--- src/rtl/gf180mcu_fd_io__brkn_seq.sv ---
`default_nettype none
// ============================================================================
// Module      : gf180mcu_fd_io__brkn_seq
// Description : Power sequencer for NSEG pad-ring segments separated by break
//               cells. Ramps segment power switches on one at a time, spaced
//               by a settle delay, then releases isolation. Ramps down in
//               reverse order with isolation asserted first. A request drop
//               during ramp-up aborts and unwinds only the powered segments.
// Revision    : 1.0 - initial release
// ============================================================================
module gf180mcu_fd_io__brkn_seq #(
    parameter  int NSEG    = 4,
    parameter  int SETTLE  = 16,
    parameter  int ISO_DLY = 4,
    localparam int IW      = (NSEG > 1) ? $clog2(NSEG) : 1
) (
    input  logic            CLK,
    input  logic            RST,
    input  logic            PWR_REQ,
    input  logic [NSEG-1:0] SEG_MASK,
    output logic [NSEG-1:0] SEG_ON,
    output logic [NSEG-1:0] ISO,
    output logic            READY,
    output logic            BUSY,
    output logic [IW-1:0]   SEG_IDX
);

    // Counter must hold the larger of the per-index settle time and the
    // isolation delay.
    localparam int c_CMAX = (SETTLE > ISO_DLY) ? SETTLE : ISO_DLY;
    localparam int c_CW   = $clog2(c_CMAX + 1);

    localparam logic [c_CW-1:0] c_ZERO       = '0;
    localparam logic [c_CW-1:0] c_ONE        = c_CW'(1);
    localparam logic [c_CW-1:0] c_SETTLE     = c_CW'(SETTLE);
    localparam logic [c_CW-1:0] c_ISO_DLY    = c_CW'(ISO_DLY);
    localparam logic [c_CW-1:0] c_ISO_DLY_M1 = c_CW'(ISO_DLY - 1);
    localparam logic [IW-1:0]   c_LAST       = IW'(NSEG - 1);
    localparam logic [IW-1:0]   c_IDX0       = '0;

    localparam logic [2:0] c_ST_OFF        = 3'd0;
    localparam logic [2:0] c_ST_UP         = 3'd1;
    localparam logic [2:0] c_ST_ISO_REL    = 3'd2;
    localparam logic [2:0] c_ST_ON         = 3'd3;
    localparam logic [2:0] c_ST_ISO_ASSERT = 3'd4;
    localparam logic [2:0] c_ST_DOWN       = 3'd5;

    logic [2:0]      r_state,  w_state_nxt;
    logic [NSEG-1:0] r_mask,   w_mask_nxt;
    logic [IW-1:0]   r_idx,    w_idx_nxt;
    logic [c_CW-1:0] r_cnt,    w_cnt_nxt;
    logic [NSEG-1:0] r_seg_on, w_seg_on_nxt;
    logic [NSEG-1:0] r_iso,    w_iso_nxt;
    logic            r_ready,  w_ready_nxt;
    logic            r_busy,   w_busy_nxt;

    logic [c_CW-1:0] w_cost;
    logic [IW-1:0]   w_idx_up;
    logic [IW-1:0]   w_idx_dn;

    // Per-index dwell: an enabled segment settles, a masked one is skipped
    // in a single cycle.
    assign w_cost   = r_mask[r_idx] ? c_SETTLE : c_ONE;
    assign w_idx_up = r_idx + IW'(1);
    assign w_idx_dn = r_idx - IW'(1);

    // State register: all outputs are registered copies of the next values.
    always_ff @(posedge CLK) begin
        if (RST) begin
            r_state  <= c_ST_OFF;
            r_mask   <= '0;
            r_idx    <= '0;
            r_cnt    <= '0;
            r_seg_on <= '0;
            r_iso    <= '1;
            r_ready  <= 1'b0;
            r_busy   <= 1'b0;
        end else begin
            r_state  <= w_state_nxt;
            r_mask   <= w_mask_nxt;
            r_idx    <= w_idx_nxt;
            r_cnt    <= w_cnt_nxt;
            r_seg_on <= w_seg_on_nxt;
            r_iso    <= w_iso_nxt;
            r_ready  <= w_ready_nxt;
            r_busy   <= w_busy_nxt;
        end
    end

    // Next-state and next-output decode. In UP/DOWN, r_cnt == 0 marks an index
    // whose entry edge is still pending (first index after OFF, first index
    // after ISO_ASSERT); later indices are entered on the same edge that
    // completes the previous index's dwell.
    always_comb begin
        w_state_nxt  = r_state;
        w_mask_nxt   = r_mask;
        w_idx_nxt    = r_idx;
        w_cnt_nxt    = r_cnt;
        w_seg_on_nxt = r_seg_on;
        w_iso_nxt    = r_iso;
        w_ready_nxt  = r_ready;

        case (r_state)
            c_ST_OFF: begin
                if (PWR_REQ) begin
                    w_mask_nxt  = SEG_MASK;
                    w_idx_nxt   = '0;
                    w_cnt_nxt   = c_ZERO;
                    w_state_nxt = c_ST_UP;
                end
            end

            c_ST_UP: begin
                if (!PWR_REQ) begin
                    // Abort: no further rises, unwind from the current index.
                    w_cnt_nxt   = c_ZERO;
                    w_state_nxt = c_ST_ISO_ASSERT;
                end else if (r_cnt == c_ZERO) begin
                    w_seg_on_nxt[r_idx] = r_seg_on[r_idx] | r_mask[r_idx];
                    w_cnt_nxt           = c_ONE;
                end else if (r_cnt == w_cost) begin
                    if (r_idx == c_LAST) begin
                        w_cnt_nxt   = c_ONE;
                        w_state_nxt = c_ST_ISO_REL;
                    end else begin
                        w_idx_nxt              = w_idx_up;
                        w_seg_on_nxt[w_idx_up] = r_seg_on[w_idx_up] | r_mask[w_idx_up];
                        w_cnt_nxt              = c_ONE;
                    end
                end else begin
                    w_cnt_nxt = r_cnt + c_ONE;
                end
            end

            c_ST_ISO_REL: begin
                if (!PWR_REQ) begin
                    w_cnt_nxt   = c_ZERO;
                    w_state_nxt = c_ST_ISO_ASSERT;
                end else if (r_cnt == c_ISO_DLY) begin
                    // Only powered segments leave isolation.
                    w_iso_nxt   = ~r_mask;
                    w_ready_nxt = 1'b1;
                    w_cnt_nxt   = c_ZERO;
                    w_state_nxt = c_ST_ON;
                end else begin
                    w_cnt_nxt = r_cnt + c_ONE;
                end
            end

            c_ST_ON: begin
                if (!PWR_REQ) begin
                    w_cnt_nxt   = c_ZERO;
                    w_state_nxt = c_ST_ISO_ASSERT;
                end
            end

            c_ST_ISO_ASSERT: begin
                // Isolation goes up before any switch opens; SEG_IDX is left
                // where the ramp stopped so DOWN unwinds from there.
                w_iso_nxt   = '1;
                w_ready_nxt = 1'b0;
                if (r_cnt == c_ISO_DLY_M1) begin
                    w_cnt_nxt   = c_ZERO;
                    w_state_nxt = c_ST_DOWN;
                end else begin
                    w_cnt_nxt = r_cnt + c_ONE;
                end
            end

            c_ST_DOWN: begin
                if (r_cnt == c_ZERO) begin
                    w_seg_on_nxt[r_idx] = 1'b0;
                    w_cnt_nxt           = c_ONE;
                end else if (r_cnt == w_cost) begin
                    if (r_idx == c_IDX0) begin
                        w_cnt_nxt   = c_ZERO;
                        w_state_nxt = c_ST_OFF;
                    end else begin
                        w_idx_nxt              = w_idx_dn;
                        w_seg_on_nxt[w_idx_dn] = 1'b0;
                        w_cnt_nxt              = c_ONE;
                    end
                end else begin
                    w_cnt_nxt = r_cnt + c_ONE;
                end
            end

            default: begin
                w_cnt_nxt   = c_ZERO;
                w_state_nxt = c_ST_OFF;
            end
        endcase

        w_busy_nxt = !((w_state_nxt == c_ST_OFF) || (w_state_nxt == c_ST_ON));
    end

    assign SEG_ON  = r_seg_on;
    assign ISO     = r_iso;
    assign READY   = r_ready;
    assign BUSY    = r_busy;
    assign SEG_IDX = r_idx;

endmodule
`default_nettype wire

--- config.mk ---
export PLATFORM = sky130hd
export DESIGN_NAME = gf180mcu_fd_io__brkn_seq
export DESIGN_NICKNAME = d
export VERILOG_FILES = /design/src/rtl/gf180mcu_fd_io__brkn_seq.sv
export SDC_FILE = /design/constraint.sdc
export NUM_CORES = 1
export LEC_CHECK = 0
export CORE_ASPECT_RATIO = 1.2
export CORE_MARGIN = 5
export CORE_UTILIZATION = 35
export CTS_BUF_LIST = sky130_fd_sc_hd__clkbuf_4
export CTS_CLUSTER_DIAMETER = 50
export CTS_CLUSTER_SIZE = 25
export DETAILED_ROUTE_END_ITERATION = 7
export GPL_ROUTABILITY_DRIVEN = 0
export PLACE_DENSITY = 0.5
export SYNTH_ARGS = -nofsm -noshare
export SYNTH_HDL_FRONTEND = slang
export SYNTH_SLANG_ARGS = --single-unit
--- constraint.sdc ---
create_clock -name CLK -period 2.95 [get_ports CLK]
set_clock_uncertainty 0.15 [all_clocks]
set_input_delay 0.59 -clock CLK [delete_from_list [all_inputs] [get_ports CLK]]
set_output_delay 0.59 -clock CLK [all_outputs]
set_load 0.01 [all_outputs]
==> results.cfg <==
[worst_setup_path]
critical_register_to_register_path_endpoint = SEG_IDX[1]
type_of_element_launching_the_critical_path = register
timing.setup.critical_path_class = reg2reg
regToRegSetupSlack_ns = 0.39
r2r_cells = 7
worst-path-max-fanout = 7
worst_ep_arrival_time_ns = 2.69
cp_data_required_time_ns = 3.08
crit-reg2reg-launch = SEG_IDX[1]
crit_path_end_kind = register

[power]
power.ir.vdd_worst_mv = 0.1524
power.density_cell_area_nw_per_um2 = 406.4
total_power_w = 0.0008450
total_leakage_power_nw = 0.7621

[clock_network]
htree_levels = 1
worst_setup_hold_path_clk_slew_ns = 0.15
cts_max_path_buffers = 2
cts_root_buffer = clkbuf_4
cts_tree = built
worstSkewPairLatency_ns = 0.33
cts_buffers = 3
clock_sink_count = 24

[logic_synthesis]
syn_nets = 232
yosys_warnings = 0
synth_sequential_area_ratio_pct = 27.49
number_of_enable_flip_flop_cells_after_synthesis = 0
ys_ff_latch = 24
synth_area_um2 = 1748
postSynthAreaPerCell_um2 = 7.981
synth_cells = 219
proportion_of_register_bits_with_asynchronous_set_or_reset_after_synthesis_pct = 0
synthFlopType = dfxtp_1
number_of_library_cell_types_mapped_by_synthesis = 54

[global_route]
grt_pass1_wl_um = 7762
globalRouteTotalUtil_pct = 15.19
grt_max_degree = 17
antenna_found_initial = 0
gr-total-overflow = 0
grt_pass1_vias = 1609

[final_layout]
layout_commonest_cell = nor2_1
flow.area_growth_from_synthesis_pct = 18.97
drive_gt1_share_pct = 10.97
mostFrequentLayoutCells = nor2_1, dfxtp_1, clkdlybuf4s50_1
nFillCells = 524
multiInputGateArea_um2 = 1177
antenna_cells = 0
nets = 251
seqCellArea_um2 = 481.7

[sta]
final_max_slew_violation_count = 0
setup_viol = 0
post-route-min-period_ns = 2.558
tns_ns = 0
max_freq_ghz = 0.3910
rsz0062_at_grt = no
final.hold.worst_slack_ns = 0.3364
setup_slack_ns = 0.3921
slew-limit-headroom_pct = 50.51
final.period_utilization_pct = 86.71
report.final.hold_viol_count = 0
tightest_slew_ns = 0.7392

[min_path]
worst_min_path_class = reg2reg
holdCritStartpoint = ISO[2]
hold_depth = 2
holdPathEnd = ISO[2]

[detailed_routing]
drt-initial-drc-count = 75
wirelength_um = 4579
detailroute.via_count = 1652
length_of_the_first_detailed_routing_pass_in_iterations = 4
antenna_violating_nets_post_route = 0
post_detailed_route_via_to_cell_ratio = 5.562
detail_route.drc_violations = 0
routedWlPerCell_um = 15.42

[floorplanning]
io_pins = 19
die_height_um = 87.42
row_count = 28
core_um2 = 4905
start_util_pct = 35.64
floorplan.die.width_um = 74.51
die-area_um2 = 6513

[job]
maxCapViolCount = 0

[placement]
post-dp-hpwl_um = 3405
detailedPlace.worstSlack_ns = 0.2760
numPortBuffers = 18

[outcome]
run_status = completed
-- critical path: stages, from the launching register on --
cell,delay [ns]
dfxtp_1,0.51
inv_1,0.11
ha_1,0.20
mux2_1,0.32
a2111oi_0,0.48
a31oi_1,0.22
or3_1,0.38
a21oi_1,0.14
-- worst max path at each step --
stage | from | end | slack, ns | cells past startpoint
after detailed placement | PWR_REQ | SEG_ON[2] | 0.28 | 6
after CTS | SEG_IDX[0] | SEG_IDX[1] | 0.23 | 7
after floorplan | SEG_IDX[0] | SEG_ON[2] | 0.34 | 9
after global placement | PWR_REQ | SEG_ON[2] | 0.30 | 6
final | SEG_IDX[1] | SEG_IDX[1] | 0.39 | 7
after global routing | SEG_IDX[0] | SEG_IDX[1] | 0.12 | 7
-- per-stage QoR --
stage	utilization (%)	area, um^2	std cells
final	42.40	2079	297
after CTS	42.37	2078	297
after global routing	42.40	2079	297
after floorplan	-	1748	219
after global placement	41.30	2026	293
after detailed placement	41.30	2026	293
-- logic make-up after synthesis --
family / after synthesis / share of synthesized area (%)
multiplexers: 12 / 9.878
AND/OR/NAND/NOR: 96 / 29.49
AO/OA/AOI/OAI: 56 / 22.19
adder cells (fa/ha/maj): 6 / 4.295
buffers and inverters: 22 / 5.154
flip-flops: 24 / 27.49
XOR/XNOR: 3 / 1.503
-- what timing repair did --
action / CTS / global route
buffers inserted: 0 / 0
hold buffers: 0 / 0
resized for setup: 0 / 1
setup endpoints to repair: 0 / 1
-- sequential cells by signal, indices dropped and copies added (netlist names) --
signal	cells
r_cnt	5
BUSY	1
SEG_IDX	2
r_mask	4
r_state	3
ISO	4
READY	1
SEG_ON	4
-- where the power goes --
group	total, W	switching [W]	leakage (nW)	internal [W]
logic	0.000237	0.000130	0.538	0.000107
clock network	0.000254	0.000116	0.0279	0.000138
registers	0.000354	0.0000161	0.196	0.000338
total	0.000845	0.000263	0.762	0.000582
-- cell type report --
class	instances	area share [%]
multi-input combinational	173	56.62
sequential	24	23.16
timing repair buffer	30	13.00
tap	60	3.610
clock inverter	1	1.444
clock buffer	3	1.083
inverter	6	1.083
-- routing by layer --
| layer | GRT usage (%) | part of all wire (%) | vias to the layer above |
|---|---|---|---|
| met5 | 0 | 0 | - |
| met2 | 24.06 | 48 | 36 |
| met3 | 2.309 | 3.3 | 11 |
| met4 | 6.634 | 2.7 | 0 |
| li1 | - | - | 833 |
| met1 | 20.17 | 46 | 772 |
-- synthesized netlist by cell type, types with 4 or more instances --
library cell  number  share of area (%)
nor2b_1            5                1.8
mux2i_1            6                3.4
o21ai_1            5                1.4
a211oi_1           4                1.7
inv_1              6                1.3
o21ai_0            6                1.7
a31oi_1            6                2.1
nor2_1            27                5.8
nor4_1             4                1.4
a21oi_1           10                2.9
ha_1               6                4.3
nor3_1             5                1.4
dfxtp_1           24                 27
nand2b_1          12                4.3
nand2_1           16                3.4
or3_1              4                1.4
nand3_1            9                2.6
o2bb2ai_1          4                2.0
clkbuf_1          13                2.8
(Power assumes the default switching activity.)
